<file path="config.mk">
export PLATFORM = sky130hd
export DESIGN_NAME = prog_mem_arbiter
export DESIGN_NICKNAME = d
export VERILOG_FILES = /design/src/rtl/prog_mem_arbiter.sv
export SDC_FILE = /design/constraint.sdc
export NUM_CORES = 1
export LEC_CHECK = 0
export BUFFER_PORTS_ARGS = -buffer_cell sky130_fd_sc_hd__buf_2
export CAP_MARGIN = 30
export CORE_ASPECT_RATIO = 1.2
export CORE_MARGIN = 4
export CORE_UTILIZATION = 30
export CTS_BUF_LIST = sky130_fd_sc_hd__clkbuf_2 sky130_fd_sc_hd__clkbuf_4 sky130_fd_sc_hd__clkbuf_8
export CTS_CLUSTER_SIZE = 24
export DETAILED_ROUTE_END_ITERATION = 6
export MAX_ROUTING_LAYER = met4
export SETUP_SLACK_MARGIN = 0.4
export SYNTH_ARGS = -nofsm -noshare
export SYNTH_HDL_FRONTEND = slang
export SYNTH_SLANG_ARGS = --single-unit
</file>
<file path="constraint.sdc">
create_clock -name CLK -period 2 [get_ports CLK]
set_input_delay 0.3 -clock CLK [delete_from_list [all_inputs] [get_ports CLK]]
set_output_delay 0.3 -clock CLK [all_outputs]
set_load 0.1 [all_outputs]
</file>
<file path="src/rtl/prog_mem_arbiter.sv">
// Single-port program memory arbiter: host loader versus two instruction-fetch ports.
// Host has priority, limited by a burst counter while a fetch is pending; H_LOCK blocks fetches.
module prog_mem_arbiter #(
    parameter int DW         = 18,
    parameter int AW         = 12,
    parameter int HOST_BURST = 4
) (
    input  logic          CLK,
    input  logic          nRST,
    input  logic          H_REQ,
    input  logic          H_WE,
    input  logic          H_LOCK,
    input  logic [AW-1:0] H_A,
    input  logic [DW-1:0] H_DI,
    output logic          H_GNT,
    output logic [DW-1:0] H_DQ,
    output logic          H_DV,
    input  logic          F0_REQ,
    input  logic [AW-1:0] F0_A,
    output logic          F0_GNT,
    output logic [DW-1:0] F0_DQ,
    output logic          F0_DV,
    input  logic          F1_REQ,
    input  logic [AW-1:0] F1_A,
    output logic          F1_GNT,
    output logic [DW-1:0] F1_DQ,
    output logic          F1_DV,
    output logic [AW-1:0] M_A,
    output logic          M_WE,
    output logic [DW-1:0] M_DI,
    input  logic [DW-1:0] M_DQ
);

    localparam logic [3:0] BURST_MAX = 4'(HOST_BURST);

    logic          rr_q, rr_d;
    logic [3:0]    bcnt_q, bcnt_d;
    logic [DW-1:0] hdq_q, hdq_d, f0dq_q, f0dq_d, f1dq_q, f1dq_d;
    logic          hdv_q, hdv_d, f0dv_q, f0dv_d, f1dv_q, f1dv_d;
    logic          fetch_pend;
    logic          gnt_h, gnt_f0, gnt_f1;

    assign fetch_pend = F0_REQ | F1_REQ;

    // Grants are forced low while reset is asserted so no write can commit at that edge.
    always_comb begin
        gnt_h  = 1'b0;
        gnt_f0 = 1'b0;
        gnt_f1 = 1'b0;
        if (nRST) begin
            if (H_REQ && (H_LOCK || (bcnt_q < BURST_MAX) || !fetch_pend)) begin
                gnt_h = 1'b1;
            end else if (fetch_pend && !H_LOCK) begin
                if (F0_REQ && (!F1_REQ || !rr_q)) begin
                    gnt_f0 = 1'b1;
                end else begin
                    gnt_f1 = 1'b1;
                end
            end else if (H_REQ) begin
                gnt_h = 1'b1;
            end
        end
    end

    always_comb begin
        H_GNT  = gnt_h;
        F0_GNT = gnt_f0;
        F1_GNT = gnt_f1;
        M_WE   = gnt_h & H_WE;
        M_DI   = H_DI;
        if (gnt_h) begin
            M_A = H_A;
        end else if (gnt_f0) begin
            M_A = F0_A;
        end else if (gnt_f1) begin
            M_A = F1_A;
        end else begin
            M_A = '0;
        end
    end

    always_comb begin
        rr_d = rr_q;
        if (gnt_f0) begin
            rr_d = 1'b1;
        end else if (gnt_f1) begin
            rr_d = 1'b0;
        end

        bcnt_d = bcnt_q;
        if (H_LOCK) begin
            bcnt_d = '0;
        end else if (gnt_h && fetch_pend) begin
            bcnt_d = (bcnt_q >= BURST_MAX) ? BURST_MAX : bcnt_q + 4'd1;
        end else if (gnt_f0 || gnt_f1 || !fetch_pend) begin
            bcnt_d = '0;
        end

        hdv_d  = gnt_h & ~H_WE;
        f0dv_d = gnt_f0;
        f1dv_d = gnt_f1;
        hdq_d  = hdv_d  ? M_DQ : hdq_q;
        f0dq_d = f0dv_d ? M_DQ : f0dq_q;
        f1dq_d = f1dv_d ? M_DQ : f1dq_q;
    end

    always_ff @(posedge CLK or negedge nRST) begin
        if (!nRST) begin
            rr_q   <= 1'b0;
            bcnt_q <= '0;
            hdq_q  <= '0;
            f0dq_q <= '0;
            f1dq_q <= '0;
            hdv_q  <= 1'b0;
            f0dv_q <= 1'b0;
            f1dv_q <= 1'b0;
        end else begin
            rr_q   <= rr_d;
            bcnt_q <= bcnt_d;
            hdq_q  <= hdq_d;
            f0dq_q <= f0dq_d;
            f1dq_q <= f1dq_d;
            hdv_q  <= hdv_d;
            f0dv_q <= f0dv_d;
            f1dv_q <= f1dv_d;
        end
    end

    assign H_DQ  = hdq_q;
    assign H_DV  = hdv_q;
    assign F0_DQ = f0dq_q;
    assign F0_DV = f0dv_q;
    assign F1_DQ = f1dq_q;
    assign F1_DV = f1dv_q;

endmodule
</file>
==> results.ini <==
[detailed_routing]
via_per_inst=4.81
dr_wl_met3_um=763
wl_met1_mm=3.57
wl_met2_mm=3.80
wirelength_mm=8.24
top_layer=met4
drt-pass1-iter-count=4
drt_iter0_drc=23
remaining_drc_errors=0
wire_per_inst_um=17.5
ant_nets=0
num_vias=2260

[worst_setup_path]
r2r-end=F0_DQ[16]$_DFFE_PN0P_
crit_path_max_fanout=3
endpoint=F1_GNT
end_kind=output port
critPathRequiredTime_ps=1700
worstPathArrival_ps=1700
worst-r2r-setup-slack_ps=100
worstSetupStartpoint=bcnt_q[2]$_DFFE_PN0P_
worst-r2r-cell-count=7
criticalPathCategory=flip-flop to output port
reg2reg_from=bcnt_q[2]$_DFFE_PN0P_
startpoint_type=flip-flop

[logic_synthesis]
synth_flop_cell=dfrtp_1
syn_avg_cell_area_sq_um=14.4
synthArstFlopShare_pct=100
yosysWarnings=0
ys_ff_latch=62
postSynthNetCount=280
synth_edf_count=0
synth_top_area_share_pct=54.0
ys_top_cells_by_area=dfrtp_1, mux2_2, mux2_4
synthDistinctLibCells=32
synth_top_area_cell=dfrtp_1
syn_area_sq_mm=0.00287
netlist_instances=200
yosysSeqAreaShare_pct=54.0

[floorplan]
rows=38
io_pins=170
start_util_pct=31.3
core_region_area_sq_mm=0.00918
fp.dieH_um=115
die_width_um=97.4
die-area_sq_mm=0.0112

[power]
p_comb_share_pct=55.9
swShare_pct=55.0
irDropWorstVdd_mv=1.14
p_switching_w=0.00331
seqPwrFrac_pct=28.1
clockPowerShare_pct=16.0
powerDensity_mw_per_mm2=1270
cellInternalPower_w=0.00270
p_leak_nw=2.18

[timing]
maxSlewHeadroom_pct=65.9
drv_slew=0
hold_viol=0
finClkSkew_ps=8.75
finalCritPeriodShare_pct=99.9
setup_tns_ps=0
setup_viol_count_final=0
clock.fmax_mhz=501
fin_ws_ps=2.29
grt_setup_unrepaired=yes
min_period_ps=2000
tightest_slew_ps=511

[finish]
insertedDiodeCount=0
syn_to_final_growth_pct=65.0
fillers=799
layout-drive-gt1-share_pct=76.9
layout.nets=425

[cts]
htreeDepth=3
clkTransAtPathRegs_ps=70
cts_sinks=62
clock-root-buffer=clkbuf_8
clk_latency_ps=340
clockBufferDepth=2
cts_tree=built
numCtsBuffers=9

[worst_hold_path]
hold_class=input pin to async pin

[placed_design]
post-place-ws_ps=195
gp_congestion=0.920
io_buffers=133
hpwl_mm=5.83

[global_routing]
grt_max_degree=45
grt_antenna_before_repair=0
grt.overflow.total=0
grt_use_total_pct=15.3
grt_pass1_vias=2528
grt_pass1_wl_mm=13.2

[status]
outcome=completed

[flow_run]
cap_violations=0

==> area by class of cell <==
| cell class | instances | area, sq um | area share [%] |
|---|---|---|---|
| clock inverters | 7 | 51.3 | 1.08 |
| flip-flops and latches | 62 | 1550 | 32.7 |
| repair buffers | 164 | 1320 | 27.7 |
| multi-input cells | 107 | 1540 | 32.5 |
| clock buffers | 9 | 124 | 2.61 |
| well taps | 120 | 150 | 3.17 |
| inverters | 1 | 7.51 | 0.158 |
==> placed cells by master (no fill, tap or decap), drive strengths merged <==
cell type / n
or2: 1
mux2: 54
nor3b: 2
and2: 1
a21boi: 1
o2bb2ai: 12
nand2b: 4
a211oi: 1
a32oi: 12
clkinvlp: 3
buf: 164
clkinv: 5
nand3: 2
or3b: 1
nand2: 2
nand3b: 1
nor2b: 1
dfrtp: 62
a31oi: 1
ha: 1
o21ba: 1
clkbuf: 9
and3: 1
a21oi: 4
nand4: 2
and2b: 1
o21bai: 1
==> timing repair <==
| action | 4_1_cts | 5_1_grt |
|---|---|---|
| gates cloned | 3 | 0 |
| buffers inserted | 9 | 6 |
| endpoints found under the setup margin | 70 | 69 |
| hold buffers | 0 | 0 |
| gates resized for setup | 53 | 7 |
| pin swaps | 9 | 1 |
| hold endpoints to repair | 0 | 0 |
==> critical path, stage by stage, from the launching register on <==
cell,delay [ps]
dfrtp_1,390
or3b_4,440
buf_6,140
nand4_4,100
clkinvlp_4,120
buf_12,170
==> logic make-up after synthesis <==
| kind of cell | Yosys count | share of synthesized area (%) |
|---|---|---|
| AOI/OAI and AO/OA | 33 | 9.80 |
| DFF | 62 | 54.0 |
| muxes | 54 | 23.5 |
| buffers and inverters | 31 | 7.92 |
| and+or+nand+nor | 19 | 4.35 |
| adders and majority gates | 1 | 0.435 |
==> power groups by stage <==
stage          Combinational, W  Clock [W]  Sequential [W]
2_1_floorplan          0.000778          0         0.00374
3_3_place_gp            0.00322          0         0.00170
3_5_place_dp            0.00324          0         0.00170
4_1_cts                 0.00337   0.000993         0.00169
5_1_grt                 0.00345    0.00105         0.00173
6_report                0.00336   0.000959         0.00169
==> synth_stat cells (all sizes together), types with 2 or more instances <==
master and count:
mux2 54, buf 25, nand2 2, o2bb2ai 12, a32oi 12, nand3 2, nor3b 2, nand4 2
clkbuf 5, nand2b 4, dfrtp 62, a21oi 4
==> worst min path at each step <==
stage / end / startpoint / depth (start not counted)
after CTS: F1_DQ[0]$_DFFE_PN0N_ / nRST / 2
after global routing: H_DQ[5]$_DFFE_PN0P_ / nRST / 2
after floorplan: F0_DQ[0]$_DFFE_PN0P_ / nRST / 0
after detailed placement: rr_q$_DFFE_PN0P_ / nRST / 2
final: F0_DQ[1]$_DFFE_PN0P_ / nRST / 2
after global placement: rr_q$_DFFE_PN0P_ / nRST / 2
==> flip-flops by register name, summed over array words and instances (netlist names) <==
name and count:
F1_DV 1, bcnt_q 4, F1_DQ 18, H_DQ 18, H_DV 1, rr_q 1
F0_DV 1, F0_DQ 18
==> per-stage QoR <==
step	power (W)	util [%]	instance area [sq um]	cells	hold slack, ps
2_1_floorplan	0.00452	-	3180	200	4.41
3_3_place_gp	0.00492	44.7	4100	436	400
3_5_place_dp	0.00495	44.7	4100	436	385
4_1_cts	0.00605	50.8	4660	464	11.0
5_1_grt	0.00623	51.7	4740	470	32.2
6_report	0.00601	51.7	4740	470	17.8
==> layer usage <==
metal,track usage [%],vias to the layer above
li1,-,1007
met1,18.5,1109
met2,23.8,129
met3,5.76,15
met4,4.89,0
met5,-,-
(Power assumes the default switching activity.)
